File: src/rtl/bcd_stopwatch_pkg.sv
// Shared types and constants for the BCD stopwatch: state encoding and
// digit width/limit.
package bcd_stopwatch_pkg;
    typedef enum logic [1:0] {
        IDLE  = 2'd0,
        RUN   = 2'd1,
        PAUSE = 2'd2,
        DONE  = 2'd3
    } state_t;

    localparam int         BCD_W   = 4;
    localparam logic [3:0] BCD_MAX = 4'd9;
endpackage

File: src/rtl/bcd_digit.sv
// One decade of the BCD counter. Carry is combinational so a whole chain
// of digits ripples within a single clock.
module bcd_digit
    import bcd_stopwatch_pkg::*;
(
    input  logic             clk,
    input  logic             rst,
    input  logic             inc,
    input  logic             clr,
    output logic [BCD_W-1:0] q,
    output logic             carry
);

    assign carry = inc && (q == BCD_MAX);

    always_ff @(posedge clk or posedge rst) begin
        if (rst) begin
            q <= '0;
        end else if (clr) begin
            q <= '0;
        end else if (inc) begin
            q <= (q == BCD_MAX) ? '0 : q + 4'd1;
        end
    end

endmodule

File: src/rtl/bcd_stopwatch.sv
// Tick-driven BCD stopwatch with start/pause/clear control. Counts only in
// RUN; either wraps at the all-nines count or parks in DONE.
module bcd_stopwatch
    import bcd_stopwatch_pkg::*;
#(
    parameter int NUM_DIGITS  = 4,
    parameter bit STOP_AT_MAX = 1'b0
) (
    input  logic                        clk,
    input  logic                        rst,
    input  logic                        tick,
    input  logic                        start_pause,
    input  logic                        clear,
    output logic [BCD_W*NUM_DIGITS-1:0] bcd,
    output logic                        running,
    output logic                        wrap,
    output logic                        done
);

    state_t                  state;
    state_t                  next_state;
    logic [NUM_DIGITS-1:0]   carry;
    logic [NUM_DIGITS-1:0]   inc;
    logic                    all_nine;
    logic                    count_en;

    always_comb begin
        all_nine = 1'b1;
        for (int i = 0; i < NUM_DIGITS; i++) begin
            if (bcd[i*BCD_W +: BCD_W] != BCD_MAX) all_nine = 1'b0;
        end
    end

    // In stop mode the max count is held, so the increment is suppressed there.
    assign count_en = (state == RUN) && tick && !clear &&
                      !(STOP_AT_MAX && all_nine);

    genvar gi;
    generate
        for (gi = 0; gi < NUM_DIGITS; gi++) begin : g_digit
            if (gi == 0) begin : g_lsd
                assign inc[gi] = count_en;
            end else begin : g_upper
                assign inc[gi] = carry[gi-1];
            end

            bcd_digit u_digit (
                .clk   (clk),
                .rst   (rst),
                .inc   (inc[gi]),
                .clr   (clear),
                .q     (bcd[gi*BCD_W +: BCD_W]),
                .carry (carry[gi])
            );
        end
    endgenerate

    always_comb begin
        next_state = state;
        if (clear) begin
            next_state = IDLE;
        end else begin
            case (state)
                IDLE:    if (start_pause) next_state = RUN;
                RUN: begin
                    if (start_pause)
                        next_state = PAUSE;
                    else if (STOP_AT_MAX && tick && all_nine)
                        next_state = DONE;
                end
                PAUSE:   if (start_pause) next_state = RUN;
                DONE:    next_state = DONE;
                default: next_state = IDLE;
            endcase
        end
    end

    always_ff @(posedge clk or posedge rst) begin
        if (rst) begin
            state   <= IDLE;
            running <= 1'b0;
            done    <= 1'b0;
            wrap    <= 1'b0;
        end else begin
            state   <= next_state;
            running <= (next_state == RUN);
            done    <= (next_state == DONE);
            // Top carry can only fire on a real rollover (blocked in stop mode).
            wrap    <= carry[NUM_DIGITS-1];
        end
    end

endmodule

File: config.mk
export PLATFORM = sky130hd
export DESIGN_NAME = bcd_stopwatch
export DESIGN_NICKNAME = d
export VERILOG_FILES = /design/src/rtl/bcd_stopwatch_pkg.sv /design/src/rtl/bcd_digit.sv /design/src/rtl/bcd_stopwatch.sv
export SDC_FILE = /design/constraint.sdc
export NUM_CORES = 1
export LEC_CHECK = 0
export CAP_MARGIN = 30
export CORE_MARGIN = 2
export CORE_UTILIZATION = 35
export DETAILED_ROUTE_END_ITERATION = 10
export PLACE_DENSITY = 0.65
export SLEW_MARGIN = 40
export SYNTH_ARGS = -nofsm -noshare
export SYNTH_HDL_FRONTEND = slang
export SYNTH_SLANG_ARGS = --single-unit
File: constraint.sdc
create_clock -name clk -period 1.8 [get_ports clk]
set_input_delay 0.27 -clock clk [delete_from_list [all_inputs] [get_ports clk]]
set_output_delay 0.27 -clock clk [all_outputs]
set_load 0.1 [all_outputs]
### Word level (Yosys, flattened, before mapping)

Index checks and enable logic that the tools add are counted.

* add/sub/neg operators: 4
* equal/unequal tests: 9
* multiplexer cells: 16
* reductions and logical operators: 13

Operators with widths (count)
* two-way mux 4 bit: 12
* adder 4 x 1 -> 4 bit (second input constant): 4
* equality test 4 bit (second input constant): 4
* nonzero test 2 bit: 4
* equality test 2 bit (second input constant): 3
* logical AND 1 bit: 6
* two-way mux 2 bit: 3
* one-hot mux 2 bit (3 select lines): 1
* equality test 2 x 1 -> 1 bit (second input constant): 2
* logical NOT 2 bit: 1
* OR reduction 2 bit: 1
* logical NOT 1 bit: 1

* register bits: 21
* bits of input ports: 5

### Depth between registers and ports, before layout

Gate-level depths: netlist of run 1.

* word-level depth: 8
* mapped depth: 6
* depth with buffers taken out: 6

### By module

A second synthesis of run 1 with hierarchy kept.

* cells, all modules: 124
* area, all modules: 1178.6 um^2

Modules (own cells, without submodules)
* bcd_digit: instances 4, cells each 27, area an instance 244.0 um^2, seq. area each 100.1 um^2
* bcd_stopwatch: instances 1, cells each 16, area an instance 202.7 um^2, seq. area each 125.1 um^2

### Least setup slack after synthesis of run 1

Ideal clock, no wire load.

* path type: reg2reg
* start point: register g_digit[0].u_digit.q[0]
* end point: register g_digit[2].u_digit.q[3]
* library setup time: 77 ps
* arrival: 2321 ps
* required time: 1723 ps
* path slack: -598 ps
* stages on the path, launching flop included: 6
* path buffers: 0
* period minus slack after synthesis: 2398 ps
* cell sequence: dfrtp_1 -> ha_1 -> and4bb_4 -> nand3_1 -> or3_2 -> a21oi_1

* longest elaborated chain between the ends: 4

Ends and longest elaborated chain
* start, declared: line bcd_digit.sv:10 `output logic [BCD_W-1:0] q,`
* start signal, assigned: line bcd_digit.sv:22 `q <= (q == BCD_MAX) ? '0 : q + 4'd1;`
* equality test 4 bit: line bcd_digit.sv:14 `assign carry = inc && (q == BCD_MAX);`
* logical AND 1 bit (2 in series): line bcd_digit.sv:14
* nonzero test 2 bit (no line)
* end signal, assigned: line bcd_digit.sv:22
* end, declared: line bcd_digit.sv:10

No other way between the ends.
A chain may end at the register's enable or synchronous reset.

### Worst setup path after layout of run 1

* start point: register g_digit[0].u_digit.q[1]
* end point: register g_digit[3].u_digit.q[2]

* longest elaborated chain between the ends: 5

Ends and longest elaborated chain (line)
* equality test 4 bit: bcd_digit.sv:14
* logical AND 1 bit (3 in series): bcd_digit.sv:14
* nonzero test 2 bit (no line)
* end signal, assigned: bcd_digit.sv:22
* end, declared: bcd_digit.sv:10

No other way between the ends.

==> flow_summary_export.csv, run 1 <==
group,metric,value,unit
logic_synthesis,synthDominantAreaCellType,"sky130_fd_sc_hd__dfrtp_1",
finish,insertedDiodeCount,0,
logic_synthesis,yosysWarnings,0,
logic_synthesis,post_synth_main_area_contributors,"sky130_fd_sc_hd__dfrtp_1 (46%), sky130_fd_sc_hd__ha_1 (8.7%), sky130_fd_sc_hd__a21oi_1 (4.8%)",
routing,detailroute.via_count,978,
logic_synthesis,post-synth-top-area-fraction,45.6,%
die,ioPinCount,24,
routing,viasPerCell,5.02,
sta,rsz_0062_raised_after_global_routing,"true",
sta,timing_hold_violations_final,0,
die,core_region_area,3100,sq um
finish,design_area,1760,sq um
placed_design,dpl.hpwl,1940,um
routing,1st_pass_router_iterations,4,
critical_path,crit_arrival,2.02,ns
logic_synthesis,synth_seq_area_share,45.6,%
die,die-width,61.4,um
routing,initialDrtViolationCount,36,
global_route,antenna_violations_before_repair,0,
logic_synthesis,postSynthRegisterBits,21,
critical_path,path_max_fanout,5,
hold_path,hold_path.class,"input port to async pin",
die,effective_utilization_at_floorplan,37.2,%
global_route,grt_first_pass_wirelength,4280,um
logic_synthesis,main_synth_ff_type,"sky130_fd_sc_hd__dfrtp_1",
die,dieHeight,61.4,um
clocking,clockRootBuffer,"sky130_fd_sc_hd__clkbuf_4",
flow_run,drv_cap,0,
sta,hold-worst-slack,0.299,ns
logic_synthesis,synth.cells.most_frequent,"sky130_fd_sc_hd__dfrtp_1 (21), sky130_fd_sc_hd__a21oi_1 (11), sky130_fd_sc_hd__nor2_1 (9), sky130_fd_sc_hd__ha_1 (8), sky130_fd_sc_hd__inv_1 (7)",
global_route,global_route.usage.total,15.3,%
power_and_ir_drop,irDropWorstVdd,0.213,mV
logic_synthesis,synthMostInstantiatedCell,"sky130_fd_sc_hd__dfrtp_1",
global_route,grt_pass1_vias,986,
sta,clock.fmax,0.562,GHz
logic_synthesis,synth_enable_flop_cells,0,
sta,postLayoutSetupSlackWorst,0.0205,ns
logic_synthesis,synthArstFlopShare,100,%
finish,drive_gt1_share,43.7,%
power_and_ir_drop,static-leakage-power,0.736,nW
logic_synthesis,mappedNetlistNets,128,
clocking,ctsHtreeMaxLevel,1,
run_status,run_status,"completed",
logic_synthesis,synthesis.area_per_instance,10.0,sq um
critical_path,startpoint_type,"flip-flop",
placed_design,globalplace.congestion,0.754,
sta,finalCritPeriodShare,98.9,%
sta,slew_violations,0,
sta,slew_headroom,81.6,%
finish,postLayoutCoreUtil,56.9,%
global_route,pin_count_of_the_biggest_net_entering_global_routing,22,
die,floorplan.rows,20,
sta,max_slew.worst_pin.slew,0.273,ns
placed_design,port-buffer-count,23,
die,dieArea,3770,sq um
logic_synthesis,synth_cells,115,
clocking,clock_pin_slew_of_the_registers_on_the_worst_case_setup_and_hold_paths,0.12,ns
logic_synthesis,synth_cell_types,34,
placed_design,placedInstanceArea,1680,sq um
critical_path,setup.worst_path.end_class,"flip-flop",
clocking,worst_skew_pair.late_latency,0.30,ns
clocking,ctsLongestPathBuffers,2,
logic_synthesis,syn-cell-area,1150,sq um
sta,period_minus_slack,1.78,ns
finish,syn2layout_area_growth,52.9,%
routing,post-route-drc-count,0,
routing,drtAntennaViolNets,0,
global_route,grt_overflow,0,
routing,postRouteWirelength,2630,um
power_and_ir_drop,ratio_of_total_power_to_cell_area,467,nW/um^2
sta,timing.final.setup_violations,0,
finish,finalNetCount,165,
critical_path,critical_path_class,"flip-flop to flip-flop",
routing,route.detailed.wl_per_inst,13.5,um
critical_path,required,2.04,ns
clocking,cts_tree,"done",
clocking,cts_num_sinks,21,
sta,final.setup_skew,0.00616,ns
placed_design,place_worst_setup_slack,-0.139,ns
clocking,tritoncts.num_buffers,3,
critical path: stages, from the launching register on:
cell and delay [ns]:
sky130_fd_sc_hd__dfrtp_4 0.49, sky130_fd_sc_hd__inv_2 0.07, sky130_fd_sc_hd__ha_4 0.14, sky130_fd_sc_hd__and4bb_4 0.28
sky130_fd_sc_hd__nand4_4 0.11, sky130_fd_sc_hd__or4_4 0.50, sky130_fd_sc_hd__a21oi_2 0.13
cells by family (layout without fill, tap and decap cells):
kind of cell               Yosys count  in the layout  share of synthesized area [%]
AOI/OAI and AO/OA                   21             21                           9.87
xor gates and xnor gates             4              4                           3.04
and+or+nand+nor                     49             49                           26.4
buffers and inverters               10             46                           4.66
adders and majority gates            8              8                           8.68
muxes                                2              2                           1.84
DFF                                 21             21                           45.6
layout make-up:
cell class / instances / area (sq um)
sequential: 21 / 553
multi-input combinational: 84 / 629
timing repair buffer: 35 / 473
inverter: 7 / 26.3
clock buffer: 3 / 22.5
tap: 44 / 55.1
fill: 273 / 1340
clock inverter: 1 / 5.00
metrics by stage:
step | total power, mW | std cells | TNS (ns)
floorplan | 0.568 | 115 | -0.431
global placement | 0.602 | 188 | -0.254
detailed placement | 0.605 | 188 | -0.506
CTS | 0.832 | 192 | 0
global route | 0.864 | 195 | -0.0515
finish | 0.825 | 195 | 0
registers in the layout, indices dropped and copies added (netlist names):
signal             count
done                   1
wrap                   1
running                1
state                  2
g_digit.u_digit.q     16
cell usage in the layout (no fill, tap or decap), types with 3 or more instances in the layout:
master / Yosys / layout
sky130_fd_sc_hd__nand3_1: 6 / 5
sky130_fd_sc_hd__buf_12: 0 / 16
sky130_fd_sc_hd__a21oi_1: 11 / 7
sky130_fd_sc_hd__nor3_1: 4 / 4
sky130_fd_sc_hd__nand2_1: 6 / 6
sky130_fd_sc_hd__clkdlybuf4s50_1: 0 / 4
sky130_fd_sc_hd__ha_1: 8 / 7
sky130_fd_sc_hd__dfrtp_1: 21 / 7
sky130_fd_sc_hd__xor2_1: 3 / 3
sky130_fd_sc_hd__buf_4: 0 / 15
sky130_fd_sc_hd__clkbuf_4: 0 / 3
sky130_fd_sc_hd__o21ai_0: 6 / 6
sky130_fd_sc_hd__inv_1: 7 / 6
sky130_fd_sc_hd__dfrtp_4: 0 / 4
sky130_fd_sc_hd__or3_4: 0 / 3
sky130_fd_sc_hd__a21oi_2: 0 / 4
sky130_fd_sc_hd__dfrtp_2: 0 / 10
sky130_fd_sc_hd__nor2_1: 9 / 9
sky130_fd_sc_hd__and3b_1: 3 / 3
path summary, 6_finish.rpt:
path | from | end | slack [ns] | cells after the start
max | g_digit[0].u_digit.q[1] | g_digit[3].u_digit.q[2] | 0.02 | 6
min | rst | state[0] | 0.30 | 3
max reg2reg | g_digit[0].u_digit.q[1] | g_digit[3].u_digit.q[2] | 0.02 | 6
min reg2reg | state[1] | state[1] | 0.63 | 2
max in group asynchronous | rst | g_digit[0].u_digit.q[1] | 1.24 | 3
min in group clk | state[1] | state[1] | 0.63 | 2
routing by layer:
layer  wire length [um]  GRT usage [%]  up-vias
li1                   -              -      472
met1               1140           18.4      484
met2               1360           27.8       20
met3                104           2.94        2
met4                 21           4.56        0
met5                  0              0        -
power breakdown:
group / internal [mW] / switching (mW)
clock: 0.0826 / 0.145
sequential: 0.480 / 0.00803
combinational: 0.0380 / 0.0714
repair_timing:
item | CTS | global route
hold buffers | 0 | 0
setup endpoints to repair | 1 | 4
resized for setup | 1 | 8
pin swaps | 0 | 2
buffers inserted | 0 | 3
gates cloned | 0 | 0
Power figures use the tool's default switching activity.
==> inputs of run 2 (changes only) <==
--- a/config.mk
+++ b/config.mk
@@ -6,7 +6,6 @@
 export NUM_CORES = 1
 export LEC_CHECK = 0
 export CAP_MARGIN = 30
-export CORE_MARGIN = 2
 export CORE_UTILIZATION = 35
 export DETAILED_ROUTE_END_ITERATION = 10
 export PLACE_DENSITY = 0.65
==> flow_summary_export.csv, run 2 (synthesis results as in run 1) <==
group,metric,value,unit
global_route,globalRouteMet2Util,26.2,%
sta,postLayoutSetupSlackWorst,0.0413,ns
sta,timing_hold_violations_final,0,
sta,clock.fmax,0.569,GHz
sta,period_minus_slack,1.76,ns
critical_path,crit_path_max_incr_delay,0.49,ns
sta,slew_headroom,81.7,%
critical_path,crit_arrival,2.00,ns
placed_design,place_worst_setup_slack,-0.121,ns
power_and_ir_drop,irDropWorstVdd,0.299,mV
critical_path,required,2.04,ns
sta,slew_violations,0,
clocking,ctsHtreeMaxLevel,1,
sta,rsz_0062_raised_after_global_routing,"true",
critical_path,slowest_cell_on_crit_path,"sky130_fd_sc_hd__dfrtp_4",
power_and_ir_drop,static-leakage-power,0.736,nW
die,die-width,59.4,um
routing,viasPerCell,4.92,
critical_path,launching_point_of_the_worst_reg2reg_path,"g_digit[0].u_digit.q[1]",
sta,final.setup.tns,0,ns
sta,finalCritPeriodShare,97.7,%
hold_path,hold_path.class,"input port to async pin",
clocking,clock_pin_slew_of_the_registers_on_the_worst_case_setup_and_hold_paths,0.11,ns
critical_path,path_max_fanout,5,
critical_path,startpoint_type,"flip-flop",
finish,num-fill-cells,262,
flow_run,drv_cap,0,
clocking,tritoncts.num_buffers,3,
die,effective_utilization_at_floorplan,37.5,%
routing,drtAntennaViolNets,0,
sta,max_slew.worst_pin.slew,0.275,ns
clocking,clockRootBuffer,"sky130_fd_sc_hd__clkbuf_4",
finish,largest_register_ff_count,16,
finish,top_register,"g_digit.u_digit.q",
placed_design,port-buffer-count,23,
finish,insertedDiodeCount,0,
routing,detailroute.via_count,970,
routing,post-route-drc-count,0,
placed_design,dpl.hpwl,1790,um
global_route,pin_count_of_the_biggest_net_entering_global_routing,22,
critical_path,ff2ff_setup_slack,0.04,ns
global_route,antenna_violations_before_repair,0,
finish,leading_cell_types_in_the_layout_fill_and_taps_excluded,"sky130_fd_sc_hd__buf_4 (18), sky130_fd_sc_hd__buf_12 (15), sky130_fd_sc_hd__dfrtp_2 (10), sky130_fd_sc_hd__a21oi_1 (9), sky130_fd_sc_hd__nor2_1 (9)",
critical_path,worst_reg2reg_path_length_in_cells,6,
die,dieHeight,59.4,um
critical_path,cell_by_cell_listing_of_the_critical_path,"inv_2 -> ha_4 -> and4bb_4 -> nand4_4 -> or4_1 -> a21oi_1",
global_route,top_usage_layer,"met2",
finish,finalNetCount,167,
critical_path,critical_path_class,"flip-flop to flip-flop",
global_route,global_route.usage.total,15.7,%
global_route,grt_overflow,0,
routing,postRouteWirelength,2420,um
finish,mostFrequentLayoutCell,"sky130_fd_sc_hd__buf_4",
routing,route.detailed.wl_per_inst,12.3,um
finish,drive_gt1_share,41.8,%
sta,timing.final.setup_violations,0,
global_route,grt.met1_usage,19.1,%
power_and_ir_drop,ratio_of_total_power_to_cell_area,468,nW/um^2
clocking,worst_skew_pair.late_latency,0.30,ns
global_route,groute.layer.met3.usage,2.40,%
clocking,cts_tree,"done",
finish,biggestRegsByFlops,"g_digit.u_digit.q: 16 flops, state: 2 flops",
finish,syn2layout_area_growth,51.7,%
critical_path,worst_r2r_endpoint,"g_digit[3].u_digit.q[2]",
power_and_ir_drop,total_power,0.819,mW
clocking,cts_hold_buf,0,
die,ioPinCount,24,
routing,1st_pass_router_iterations,4,
placed_design,globalplace.congestion,0.780,
routing,initialDrtViolationCount,27,
finish,postLayoutCoreUtil,56.9,%
die,floorplan.rows,20,
clocking,cts_num_sinks,21,
run_status,run_status,"completed",
critical_path,setup.worst_path.end_class,"flip-flop",
sta,final.setup_skew,0.00124,ns
clocking,ctsLongestPathBuffers,2,
sta,hold-worst-slack,0.304,ns
die,dieArea,3530,sq um
global_route,grt_first_pass_wirelength,4170,um
global_route,grt_pass1_vias,987,
die,core_region_area,3080,sq um
[run 2: cell type report]
cell class              count  area (sq um)  area share, %
clock buffers               4          26.3           1.50
inverters                   7          26.3           1.50
multi-input cells          84           614           35.1
flip-flops and latches     21           553           31.6
well taps                  44          55.1           3.15
repair buffers             37           475           27.2
[run 2: worst max-delay path by stage]
stage                              end               startpoint  cells past startpoint
2_1_floorplan  g_digit[3].u_digit.q[2]  g_digit[0].u_digit.q[1]                      6
3_3_place_gp   g_digit[2].u_digit.q[3]                    clear                      5
3_5_place_dp   g_digit[2].u_digit.q[3]                    clear                      5
4_1_cts        g_digit[2].u_digit.q[3]  g_digit[0].u_digit.q[1]                      6
5_1_grt        g_digit[3].u_digit.q[2]  g_digit[0].u_digit.q[1]                      6
6_report       g_digit[3].u_digit.q[2]  g_digit[0].u_digit.q[1]                      6
[run 2: power by group]
part,internal (mW),leakage (nW),switching (mW)
Clock,0.0864,0.0150,0.137
Combinational,0.0370,0.455,0.0710
Sequential,0.480,0.266,0.00809
Total,0.603,0.736,0.216
[run 2: routing by layer]
layer	vias up	share of wire (%)
met5	-	0
met2	19	50
met3	4	3.4
met1	469	45
li1	478	-
met4	0	1.3
[run 2: per-stage QoR]
stage / instances / instance area, sq um
final: 197 / 1750
after global routing: 197 / 1750
after CTS: 194 / 1710
after detailed placement: 190 / 1680
after global placement: 190 / 1680
after floorplan: 115 / 1200
[run 2: critical path, delay by kind of cell (launching register included)]
| family | cells | cell delay [ns] |
|---|---|---|
| flops | 1 | 0.49 |
| fa+ha+maj | 1 | 0.14 |
| buf+inv | 1 | 0.07 |
| simple gates | 3 | 0.88 |
| compound gates | 1 | 0.12 |
[run 2: what timing repair did]
| action | in CTS | in global routing |
|---|---|---|
| gates resized for setup | 1 | 4 |
| buffers inserted | 0 | 3 |
| cloned | 0 | 0 |
| hold endpoints to repair | 0 | 0 |
| endpoints found under the setup margin | 1 | 4 |
| pin swaps | 0 | 2 |
==> edit: new RTL, settings of run 2 <==
The parameter `NUM_DIGITS` goes from 4 to 6.
--- a/src/rtl/bcd_stopwatch.sv
+++ b/src/rtl/bcd_stopwatch.sv
@@ -4,5 +4,5 @@
     import bcd_stopwatch_pkg::*;
 #(
-    parameter int NUM_DIGITS  = 4,
+    parameter int NUM_DIGITS  = 6,
     parameter bit STOP_AT_MAX = 1'b0
 ) (
Ports: changed (resized bcd); port bits go from 24 to 32. No check against the original RTL was run, so the function may have changed too.
==> edit against run 2 <==
  * The run now ends with setup timing left
  * Final area is 47% higher
  * Final cell count rose by 45%
  * Area after synthesis up 41%
  * Worst setup slack lost 0.053 ns
  * Wire length rose by 52%
  * Utilization up 1.5 points
  * Count of clock-buffer cells in the layout increased by 4
  * Total power is 58% higher
  * Sequential cell count increased by 8
  * Largest power group unchanged
  * Clock power grew 130%
  * Synthesized cell count increased by 53%
==> edit: results (changes against run 2) <==
Parameter                              Value

Final layout
  Total Nets Final    248 (+49%)
  Registers with the highest flip-flop counts    g_digit.u_digit.q x24, state x2
  Area growth, synth to finish    58.2%
  Share of final-layout standard cells stronger than drive strength 1    0.406 (-0.0123)
  Final-layout fill cell count    374 (+43%)

Timing
  Worst-margin pin slew    0.386 ns (+0.111 ns)
  Total setup violations reported at the end of the flow    1 (+1)
  Worst-case clock skew    0.00724 ns (+0.00600 ns)
  Post-route setup slack    -0.0117 ns (-0.0530 ns)
  Total negative slack    -0.0117 ns (-0.0117 ns)

Placed design
  Count of buffers from port buffering    31 (+35%)
  Standard cell area after detailed placement    0.00247 mm2 (+47%)
  Estimated wirelength of the detail-placed design    2730 um (+52%)
  Number of cells after detailed placement    277 (+46%)
  Weighted congestion reported at the end of routability-driven placement    0.735 (-5.8%)
  Pre-CTS worst setup slack    -0.137 ns (-0.0156 ns)

Synthesis
  Top post-synthesis cells by count    dfrtp_1, nor2_1, nand2_1
  Sequential fraction of the synthesis area    0.446 (-0.00972)
  Mapped Nets    191 (+49%)
  Mean instance size in the synthesized netlist    9.25 um2 (-7.8%)
  Number of distinct library cell variants in the gate-level netlist after synthesis    41 (+21%)

Clock tree
  Clk pin slew, worst setup/hold paths    0.07 ns (-0.04 ns)
  Clock buffer count from CTS    5 (+2)
  Worst-Skew Late Latency    0.28 ns (-0.02 ns)
  Buffer depth of the longest clock path    2 (unchanged)
  H-tree Lvls    2 (+1)
  Cell chosen for the clock root    clkbuf_8

Critical path
  Startpoint of the worst setup timing path    g_digit[1].u_digit.q[1]
  Critical Path Fanout Max    7 (+2)
  Crit path capture    g_digit[5].u_digit.q[1]
  Reg2Reg Depth    6 (unchanged)

Route
  Routed metal-1 wire length    1680 um (+53%)
  Routed length on met2    1830 um (+51%)
  Vias after detailed routing    1491 (+54%)
  Average routed wire per standard cell    12.9 um (+4.9%)
  Detailed router's first-iteration violation count    69 (+160%)
  Sum of met3 wire segment lengths after detailed routing    142 um (+73%)
  Routed WL    3690 um (+52%)

Outcome
  Run status    finished, violations left
  Violated checks    setup timing

Power and ir drop
  Leak Pwr    0.00108 uW (+47%)
  Maximum vdd ir drop    423 uV (+41%)

GRT
  First-pass GRT wire length    6440 um (+54%)
  GRT Util Overall    0.164 (+0.00725)
  Via count of the first global-routing pass    1425 (+44%)
  Maximum number of pins on one net before global-route repair    30 (+36%)
edit: worst min path at each step:
| stage | slack (ns) | endpoint |
|---|---|---|
| 3_3_place_gp | 0.55 | g_digit[0].u_digit.q[3] |
| 3_5_place_dp | 0.55 | g_digit[0].u_digit.q[3] |
| 4_1_cts | 0.37 | wrap |
| 2_1_floorplan | 0.35 | done |
| 5_1_grt | 0.41 | g_digit[4].u_digit.q[0] |
| 6_report | 0.36 | g_digit[1].u_digit.q[0] |
edit: worst max-delay path, stage by stage (launching register included):
cell and delay (ns):
dfrtp_4 0.48, inv_2 0.07, ha_4 0.13, and4bb_2 0.29, nand4_4 0.12, or4_1 0.52
a21oi_1 0.13
edit: report_power, final:
group	total (uW)	internal, uW	switching [uW]
clock network	512	274	238
logic	118	39.9	77.6
registers	666	660	5.95
edit: what timing repair did:
| action | CTS | global route |
|---|---|---|
| hold endpoints to repair | 0 | 0 |
| buffers inserted | 1 | 0 |
| pin swaps | 0 | 3 |
| endpoints found under the setup margin | 3 | 8 |
| gates resized for setup | 2 | 4 |
edit: metal layers:
| metal | vias to the layer above | global-route usage |
|---|---|---|
| li1 | 735 | - |
| met1 | 720 | 0.201 |
| met2 | 32 | 0.279 |
| met3 | 4 | 0.0505 |
| met4 | 0 | 0.0467 |
| met5 | - | 0 |
edit: cell families after synthesis:
| logic type | share of synthesized area |
|---|---|
| compound gates | 0.118 |
| xor+xnor | 0.0215 |
| fa+ha+maj | 0.0769 |
| buf+inv | 0.0500 |
| flops | 0.446 |
| mux | 0.0184 |
| simple gates | 0.269 |
edit: layout make-up:
cell class / count / area share
clock buffers: 8 / 0.0311
inverters: 11 / 0.0160
multi-input cells: 129 / 0.341
flip-flops and latches: 29 / 0.300
well taps: 52 / 0.0253
repair buffers: 57 / 0.287
